`src/rtl/sprite_fetch_ctrl_if.sv`:
```
// Pixel-stream, sprite-ROM and VGA-output signals of the sprite fetch controller.
// master drives timing and ROM data, slave is the controller.
interface sprite_fetch_ctrl_if;
  logic        px_en;
  logic        frame_start;
  logic [9:0]  x;
  logic [9:0]  y;
  logic        active;
  logic [1:0]  sync_in;
  logic [15:0] px_in;
  logic [2:0]  selector;
  logic [15:0] addr;
  logic [15:0] pixel_out;
  logic        pixel_valid;
  logic [1:0]  sync_out;

  modport master (
    output px_en, frame_start, x, y, active, sync_in, px_in,
    input  selector, addr, pixel_out, pixel_valid, sync_out
  );

  modport slave (
    input  px_en, frame_start, x, y, active, sync_in, px_in,
    output selector, addr, pixel_out, pixel_valid, sync_out
  );
endinterface

```
`src/rtl/sprite_fetch_ctrl.sv`:
```
// Maps pixel coordinates plus frame-latched game state to a sprite-ROM select/address,
// then captures the returned pixel ROM_LATENCY cycles later with sync kept aligned.
module sprite_fetch_ctrl #(
  parameter int ROM_LATENCY = 1
) (
  input  logic                clk,
  input  logic                rst_n,
  input  logic                power_on_i,
  input  logic [2:0]          lit_btn_i,
  input  logic [1:0]          result_i,
  sprite_fetch_ctrl_if.slave  bus
);

  typedef enum logic [2:0] {
    SEL_BG     = 3'd0,
    SEL_POWER  = 3'd1,
    SEL_RED    = 3'd2,
    SEL_GREEN  = 3'd3,
    SEL_BLUE   = 3'd4,
    SEL_YELLOW = 3'd5,
    SEL_WIN    = 3'd6,
    SEL_LOSE   = 3'd7
  } sel_e;

  // Region tables indexed by the selector code of the sprite they address.
  localparam logic [9:0] RX0 [8] = '{10'd140, 10'd311, 10'd150, 10'd323,
                                     10'd150, 10'd324, 10'd204, 10'd186};
  localparam logic [9:0] RY0 [8] = '{10'd150, 10'd233, 10'd160, 10'd160,
                                     10'd240, 10'd240, 10'd195, 10'd195};
  localparam logic [9:0] RW  [8] = '{10'd360, 10'd18,  10'd167, 10'd167,
                                     10'd167, 10'd166, 10'd232, 10'd268};
  localparam logic [9:0] RH  [8] = '{10'd180, 10'd14,  10'd84,  10'd84,
                                     10'd84,  10'd84,  10'd90,  10'd90};
  localparam logic [15:0] RSIZE [8] = '{16'd64800, 16'd252,   16'd14028, 16'd14028,
                                        16'd14028, 16'd13944, 16'd20880, 16'd24120};
  localparam int RBITS [8] = '{16, 8, 14, 14, 14, 14, 15, 15};

  logic [7:0]  hit;
  logic [15:0] cnt_ext [8];

  // Every region counter runs on its own hits regardless of what is selected,
  // so a state change mid-frame never shifts any sprite's addressing.
  for (genvar g = 0; g < 8; g++) begin : g_region
    localparam int BITS = RBITS[g];
    logic [BITS-1:0] cnt_q;

    assign hit[g] = bus.active
                 && ({1'b0, bus.x} >= {1'b0, RX0[g]})
                 && ({1'b0, bus.x} <  {1'b0, RX0[g]} + {1'b0, RW[g]})
                 && ({1'b0, bus.y} >= {1'b0, RY0[g]})
                 && ({1'b0, bus.y} <  {1'b0, RY0[g]} + {1'b0, RH[g]});

    // NOTE: counters are state the address depends on, so they take the async reset
    // like any control register; a frame_start clear alone would leave X after power-up.
    always_ff @(posedge clk or negedge rst_n) begin
      if (!rst_n) begin
        cnt_q <= '0;
      end else if (bus.frame_start) begin
        cnt_q <= '0;
      end else if (bus.px_en && hit[g]) begin
        cnt_q <= (cnt_q == BITS'(RSIZE[g] - 16'd1)) ? '0 : cnt_q + 1'b1;
      end
    end

    assign cnt_ext[g] = 16'(cnt_q);
  end

  logic       pwr_sh_q;
  logic [2:0] lit_sh_q;
  logic [1:0] res_sh_q;
  logic       synced_q;

  sel_e        sel_d, sel_q;
  logic        blank_d, blank_q;
  logic [15:0] addr_d, addr_q;
  logic [1:0]  sync_q;
  logic [2:0]  lit_idx;
  logic        lit_ok;

  logic [ROM_LATENCY-1:0] vld_d, vld_q;
  logic [15:0]            pixel_out_q;
  logic                   pixel_valid_q;
  logic [1:0]             sync_out_q;

  assign lit_idx = lit_sh_q + 3'd1;
  assign lit_ok  = (lit_sh_q >= 3'd1) && (lit_sh_q <= 3'd4);

  // NOTE: every output of a combinational block gets a default first so no path
  // through the if-chain can leave it unassigned and infer a latch.
  always_comb begin
    sel_d   = SEL_BG;
    blank_d = 1'b1;
    if (hit[SEL_LOSE] && res_sh_q[1]) begin
      sel_d   = SEL_LOSE;
      blank_d = 1'b0;
    end else if (hit[SEL_WIN] && (res_sh_q == 2'd1)) begin
      sel_d   = SEL_WIN;
      blank_d = 1'b0;
    end else if (hit[SEL_POWER] && pwr_sh_q) begin
      sel_d   = SEL_POWER;
      blank_d = 1'b0;
    end else if (lit_ok && hit[lit_idx]) begin
      sel_d   = sel_e'(lit_idx);
      blank_d = 1'b0;
    end else if (hit[SEL_BG]) begin
      blank_d = 1'b0;
    end
    addr_d = blank_d ? 16'd0 : cnt_ext[sel_d];
  end

  // One-hot-per-stage tracker of the pixel in flight through the ROM.
  always_comb begin
    vld_d = (vld_q << 1) | ROM_LATENCY'(bus.px_en);
  end

  // NOTE: all sequential state uses non-blocking assignment so every register
  // samples pre-edge values, independent of statement order.
  always_ff @(posedge clk or negedge rst_n) begin
    if (!rst_n) begin
      pwr_sh_q      <= 1'b0;
      lit_sh_q      <= 3'd0;
      res_sh_q      <= 2'd0;
      synced_q      <= 1'b0;
      sel_q         <= SEL_BG;
      addr_q        <= 16'd0;
      blank_q       <= 1'b1;
      sync_q        <= 2'b11;
      vld_q         <= '0;
      pixel_out_q   <= 16'd0;
      pixel_valid_q <= 1'b0;
      sync_out_q    <= 2'b11;
    end else begin
      if (bus.frame_start) begin
        pwr_sh_q <= power_on_i;
        lit_sh_q <= lit_btn_i;
        res_sh_q <= result_i;
        synced_q <= 1'b1;
      end
      if (bus.px_en) begin
        sel_q   <= sel_d;
        addr_q  <= addr_d;
        blank_q <= blank_d;
        sync_q  <= bus.sync_in;
      end
      vld_q         <= vld_d;
      pixel_valid_q <= vld_q[ROM_LATENCY-1];
      if (vld_q[ROM_LATENCY-1]) begin
        pixel_out_q <= (blank_q || !synced_q) ? 16'd0 : bus.px_in;
        sync_out_q  <= sync_q;
      end
    end
  end

  assign bus.selector    = sel_q;
  assign bus.addr        = addr_q;
  assign bus.pixel_out   = pixel_out_q;
  assign bus.pixel_valid = pixel_valid_q;
  assign bus.sync_out    = sync_out_q;

endmodule

```
`src/flat_wrapper.sv`:
```
// flat-port wrapper written by rule: the top's interface ports become plain ports
module sprite_fetch_ctrl_flat 
#(
  parameter int ROM_LATENCY = 1
)
  (clk, rst_n, power_on_i, lit_btn_i, result_i, bus_px_en, bus_frame_start, bus_x, bus_y, bus_active, bus_sync_in, bus_px_in, bus_selector, bus_addr, bus_pixel_out, bus_pixel_valid, bus_sync_out);
  sprite_fetch_ctrl_if bus_i ();
  input  logic clk;
  input  logic rst_n;
  input  logic power_on_i;
  input  logic [2:0] lit_btn_i;
  input  logic [1:0] result_i;
  input wire logic [$bits(bus_i.px_en)-1:0] bus_px_en;
  input wire logic [$bits(bus_i.frame_start)-1:0] bus_frame_start;
  input wire logic [$bits(bus_i.x)-1:0] bus_x;
  input wire logic [$bits(bus_i.y)-1:0] bus_y;
  input wire logic [$bits(bus_i.active)-1:0] bus_active;
  input wire logic [$bits(bus_i.sync_in)-1:0] bus_sync_in;
  input wire logic [$bits(bus_i.px_in)-1:0] bus_px_in;
  output wire logic [$bits(bus_i.selector)-1:0] bus_selector;
  output wire logic [$bits(bus_i.addr)-1:0] bus_addr;
  output wire logic [$bits(bus_i.pixel_out)-1:0] bus_pixel_out;
  output wire logic [$bits(bus_i.pixel_valid)-1:0] bus_pixel_valid;
  output wire logic [$bits(bus_i.sync_out)-1:0] bus_sync_out;
  assign bus_i.px_en = bus_px_en;
  assign bus_i.frame_start = bus_frame_start;
  assign bus_i.x = bus_x;
  assign bus_i.y = bus_y;
  assign bus_i.active = bus_active;
  assign bus_i.sync_in = bus_sync_in;
  assign bus_i.px_in = bus_px_in;
  assign bus_selector = bus_i.selector;
  assign bus_addr = bus_i.addr;
  assign bus_pixel_out = bus_i.pixel_out;
  assign bus_pixel_valid = bus_i.pixel_valid;
  assign bus_sync_out = bus_i.sync_out;
  sprite_fetch_ctrl #(.ROM_LATENCY(ROM_LATENCY)) u_core (.clk(clk), .rst_n(rst_n), .power_on_i(power_on_i), .lit_btn_i(lit_btn_i), .result_i(result_i), .bus(bus_i));
endmodule
```
`config.mk`:
```
export PLATFORM = sky130hd
export DESIGN_NAME = sprite_fetch_ctrl_flat
export DESIGN_NICKNAME = d
export VERILOG_FILES = /design/src/rtl/sprite_fetch_ctrl_if.sv /design/src/rtl/sprite_fetch_ctrl.sv /design/src/flat_wrapper.sv
export SDC_FILE = /design/constraint.sdc
export NUM_CORES = 1
export LEC_CHECK = 0
export CAP_MARGIN = 25
export CORE_ASPECT_RATIO = 1.5
export CORE_MARGIN = 1.5
export CORE_UTILIZATION = 40
export DETAILED_ROUTE_END_ITERATION = 7
export DONT_BUFFER_PORTS = 1
export SLEW_MARGIN = 20
export SYNTH_ARGS = -nofsm -noshare
export SYNTH_HDL_FRONTEND = slang
export SYNTH_SLANG_ARGS = --single-unit
```
`constraint.sdc`:
```
create_clock -name clk -period 3.5 [get_ports clk]
set_clock_uncertainty 0.05 [all_clocks]
set_input_delay 0.525 -clock clk [delete_from_list [all_inputs] [get_ports clk]]
set_output_delay 0.525 -clock clk [all_outputs]
set_load 0.02 [all_outputs]
```
After elaboration in Yosys (flattened, before gate mapping)
Index checks and enable logic that the tools add are counted.
Operators by class
  add/sub/neg operators: 9
  magnitude comparators: 27
  equal/unequal tests: 9
  mux-type cells: 40
  bitwise logic cells: 1
  reduce and logical (&&, ||, !) cells: 53
Operators with widths (number)
  $mux W14: 12
  $mux W16: 7
  $ge A10 B8 Y1 const B: 9
  $lt A10 B9 Y1 const B: 9
  $mux W15: 6
  $add A14 B1 Y14 const B: 4
  $eq A14 B14 Y1 const B: 4
  $bmux W16 S3: 1
  $logic_and A1 B1 Y1: 43
  $add A15 B1 Y15 const B: 2
  $eq A15 B15 Y1 const B: 2
  $ge A10 B9 Y1 const B: 3
  $mux W8: 3
  $lt A10 B8 Y1 const B: 2
  $add A16 B1 Y16 const B: 1
  $eq A16 B16 Y1 const B: 1
  $reduce_bool A2 Y1: 8
  $mux W3: 4
  $add A8 B1 Y8 const B: 1
  $eq A8 B8 Y1 const B: 1
  $mux W1: 6
  $ge A4 B4 Y1 const B: 1
  $lt A3 B4 Y1 const B: 1
  $not A3 Y4: 1
  other kinds (7): 7
Storage, ports and cells
  register bits after elaboration: 159
  input bits: 49
  output and inout port bits: 38
  logic and storage cells: 159

Logic depth before layout (Yosys ltp)
  depth in word-level cells: 17
  gate-level depth with buffers: 12
  mapped depth without buffers: 11

Worst setup path before layout
Ideal clock, no wire load.
  path kind: in2reg
  start point: in bus_x[9]
  end point: reg u_core.addr_q[10], in the netlist u_core.bus.addr[10]
  library setup time: 0.121 ns
  arrival time: 3.226 ns
  data required time: 3.329 ns
  path slack: 0.103 ns
  stages on the path: 9
  path buffers: 1
  cells stage by stage: or4b_4 o311a_4 nor4_4 a211oi_2 o31ai_4 buf_6 mux2_2 a221o_1 a22o_1
Between the ends
  longest elaborated chain between the ends: 17
  elaborated cells on any way between the ends: 63
  classes of those cells: order compare: 13; mux: 15; bitwise: 1; reduce/logical: 34
Ends and longest elaborated chain
  from (decl): line flat_wrapper.sv:15  | input wire logic [$bits(bus_i.x)-1:0] bus_x;
  $ge A10 B8 Y1 / $ge A10 B9 Y1 (equally long branches): line sprite_fetch_ctrl.sv:48  | && ({1'b0, bus.x} >= {1'b0, RX0[g]})
  $logic_and A1 B1 Y1: line sprite_fetch_ctrl.sv:48
  $logic_and A1 B1 Y1: line sprite_fetch_ctrl.sv:49  | && ({1'b0, bus.x} < {1'b0, RX0[g]} + {1'b0, RW[g]})
  $logic_and A1 B1 Y1: line sprite_fetch_ctrl.sv:50  | && ({1'b0, bus.y} >= {1'b0, RY0[g]})
  $logic_and A1 B1 Y1: line sprite_fetch_ctrl.sv:51  | && ({1'b0, bus.y} < {1'b0, RY0[g]} + {1'b0, RH[g]});
  $bmux W1 S3: line sprite_fetch_ctrl.sv:102  | end else if (lit_ok && hit[lit_idx]) begin
  $mux W1 (implied by the code): line sprite_fetch_ctrl.sv:102
  $logic_and A1 B1 Y1: line sprite_fetch_ctrl.sv:102
  $mux W3: line sprite_fetch_ctrl.sv:102
  $mux W3: line sprite_fetch_ctrl.sv:99  | end else if (hit[SEL_POWER] && pwr_sh_q) begin
  $mux W3: line sprite_fetch_ctrl.sv:96  | end else if (hit[SEL_WIN] && (res_sh_q == 2'd1)) begin
  $mux W3: line sprite_fetch_ctrl.sv:93  | if (hit[SEL_LOSE] && res_sh_q[1]) begin
  $not A3 Y4 (implied by the code): line sprite_fetch_ctrl.sv:108  | addr_d = blank_d ? 16'd0 : cnt_ext[sel_d];
  $bmux W16 S3: line sprite_fetch_ctrl.sv:108
  $mux W16 (implied by the code) (2 in a row): line sprite_fetch_ctrl.sv:108
  $mux W16 (*): line sprite_fetch_ctrl.sv:108
  to (signal assigned): line sprite_fetch_ctrl.sv:141  | addr_q <= addr_d;
  to (decl): line sprite_fetch_ctrl.sv:75  | logic [15:0] addr_d, addr_q;
Mark *: on every way between the ends. The rest lies on a longest branch, timed or not. The select of a mux whose other input is x is not followed.
A chain may end at the register's enable or synchronous reset.

Final worst setup path
  start point: in bus_x[9]
  end point: reg u_core.addr_q[5], in the netlist u_core.bus.addr[5]
The elaborated chain is that of the path after synthesis.

==> impl_metrics.csv <==
group,metric,value,unit
run_status,status,"finished, violations left",
run_status,violations,"hold timing",
global_routing,grt-ovfl-total,0,
floorplanning,dieArea,24400,um^2
global_routing,grt_pass1_wl,43290,um
global_routing,grt_pass1_vias,8063,
timing,relSlewSlack,33.52,%
layout,fin_nets,1141,
power_and_ir_drop,p_leak,4.270,nW
setup_path,path_max_fanout,17,
place,place_inst,1376,
logic_synthesis,synth_edf_count,0,
logic_synthesis,syn_inst,1079,
clock_tree,clkTransAtPathRegs,0.06,ns
timing,min_period_over_period,89.35,%
logic_synthesis,async_reset_ff_share,100.0,%
routing,viasPerCell,5.825,
logic_synthesis,synth.distinct_cells,81,
run,maxCapViolCount,0,
routing,drc,0,
timing,rsz0062_at_grt,"false",
clock_tree,cts_buffer_depth,2,
clock_tree,cts_tree,"built",
setup_path,critical_path.startpoint_type,"primary input",
logic_synthesis,yosysWarningCount,0,
layout,diodes,0,
logic_synthesis,synth_top_area_share,41.08,%
layout,fin_cells,1409,
timing,hold_slack,-0.2651,ns
place,dpl.hpwl,19580,um
routing,antenna_left,0,
logic_synthesis,synth_most_common_cell,"dfrtp_1",
floorplanning,placementRows,68,
logic_synthesis,ys_seq_area_share,42.48,%
logic_synthesis,synth_common_cells,"154 x dfrtp_1, 151 x o21ai_0, 121 x nand2_1",
global_routing,antenna_found_initial,0,
logic_synthesis,synth_top_flop_cell,"dfrtp_1",
clock_tree,clock_latency,0.44,ns
timing,hold_violations,159,
min_path,hold_class,"primary input to async pin",
timing,clock.fmax,319.8,MHz
setup_path,crit_type,"primary input to register",
timing,fin_crit,3.127,ns
clock_tree,clock-sinks,159,
power_and_ir_drop,vdd_ir_drop_max,0.0003067,V
timing,finalSetupTns,0,ns
floorplanning,initial_core_util,40.68,%
timing,setup_viol_count_final,0,
global_routing,grt_start_max_net_pins,160,
place,dp_worst_setup_slack,-0.06403,ns
floorplanning,chipWidth,128.0,um
logic_synthesis,avgSynthCellArea,8.693,um^2
routing,initialDrtViolationCount,423,
logic_synthesis,ys_top_cells_by_area,"dfrtp_1 41%, o21ai_0 8.1%, nand2_1 4.8%",
logic_synthesis,yosys.area.top_type,"dfrtp_1",
logic_synthesis,yosys_register_bits,159,
global_routing,grt.total_usage,22.53,%
setup_path,cp-end-kind,"register",
logic_synthesis,synth_area,9380,um^2
routing,dr_total_vias,8208,
layout,finish.utilization,45.11,%
timing,worst_slack,0.3728,ns
power_and_ir_drop,power_density,399.8,nW/um^2
clock_tree,cts_inserted_buffers,17,
place,routabilityCongestion,0.8798,
floorplanning,coreArea,23060,um^2
timing,maxSlewViolCount,0,
floorplanning,die_h,190.6,um
floorplanning,io_pins,87,
clock_tree,post-cts-setup-buffers,0,
routing,routed_wl,26490,um
layout,area_growth_syn_to_layout,10.87,%
logic_synthesis,syn-num-nets,1139,
place,io_buffers,0,
clock_tree,cts_max_level,4,
setup_path,worstPathArrival,3.39,ns
routing,drt-pass1-iter-count,5,
layout,drive_gt1_share,9.141,%
setup_path,crit_required,3.77,ns
timing,worstMarginPinSlew,0.9881,ns
routing,wl_per_cell,18.80,um
clock_tree,cts_resized,0,
clock_tree,clockRootBuffer,"clkbuf_16",
-- cell type report --
class	count	area [um^2]
clock inverter	10	111.4
clock buffer	22	474.2
inverter	39	146.4
sequential	159	3985
timing repair buffer	32	262.8
multi-input combinational	832	5026
fill	2241	12660
tap	315	394.1
-- path summary, 6_finish.rpt --
path | startpoint | to | slack (ns) | cells after the start
max | bus_x[9] | u_core.bus.addr[5] | 0.37 | 10
min | rst_n | u_core.synced_q | -0.27 | 0
max reg2reg | u_core.lit_sh_q[1] | u_core.bus.addr[5] | 0.40 | 12
min reg2reg | u_core.synced_q | u_core.synced_q | 0.42 | 1
max in group asynchronous | rst_n | u_core.bus.addr[1] | 3.36 | 0
min in group clk | bus_px_en | u_core.vld_q | 0.07 | 0
-- critical path, stage by stage --
cell,delay (ns)
or4b_4,0.53
o311a_4,0.38
nor4_4,0.43
a211oi_2,0.16
o31ai_4,0.27
buf_12,0.21
buf_4,0.23
mux2i_1,0.25
o22ai_1,0.10
a211o_1,0.28
-- kinds of logic after synthesis --
group / share of synthesized area, %
buffers and inverters: 4.001
multiplexers: 5.215
adder cells (fa/ha/maj): 1.467
XOR/XNOR: 1.774
AND/OR/NAND/NOR: 23.14
flip-flops: 42.48
AO/OA/AOI/OAI: 21.92
-- layer usage --
metal,up-vias,routed length (um),GRT usage (%),share of wire (%)
li1,3947,-,-,-
met4,0,908,9.723,3.4
met3,55,1067,4.237,4.0
met5,-,0,0,0
met1,3997,10720,25.54,40
met2,209,13790,40.86,52
-- per-stage QoR --
stage / hold WS [ns] / total power [mW] / cell area (um^2)
floorplan: 0.1794 / 2.254 / 9380
global placement: 0.1868 / 2.326 / 9809
detailed placement: 0.1868 / 2.331 / 9809
CTS: -0.2789 / 4.198 / 10400
global route: -0.2840 / 4.320 / 10400
finish: -0.2651 / 4.157 / 10400
-- cell usage in the layout (no fill, tap or decap), drive strengths merged, types with 13 or more instances in the layout --
cell    Yosys  layout
nor2b      16      16
nor3       15      15
dfrtp     154     154
nand2     121     121
clkbuf     38      22
nand3      44      44
a21oi      37      37
buf        11      32
and3       39      39
or3        13      13
o31ai      22      22
mux2i      32      32
inv        38      39
mux2       15      15
nor2      108     108
o21ai     153     153
a31oi      13      13
nand2b     20      20
-- power breakdown --
| group | internal (mW) | switching [mW] | leakage, nW |
|---|---|---|---|
| clock network | 1.10 | 0.757 | 0.282 |
| registers | 1.89 | 0.0670 | 2.16 |
| logic | 0.144 | 0.200 | 1.82 |
| total | 3.13 | 1.02 | 4.27 |
-- flip-flops by register name, indices dropped and copies added (netlist names) --
signal,count
u_core.bus.addr,16
u_core.synced_q,1
u_core.sync_q,2
u_core.g_region.cnt_q,110
u_core.lit_sh_q,3
u_core.blank_q,1
u_core.bus.sync_out,2
u_core.res_sh_q,2
u_core.pwr_sh_q,1
u_core.vld_q,1
u_core.bus.selector,3
u_core.bus.pixel_valid,1
u_core.bus.pixel_out,16
No activity file was read; power rests on OpenSTA's default activity.
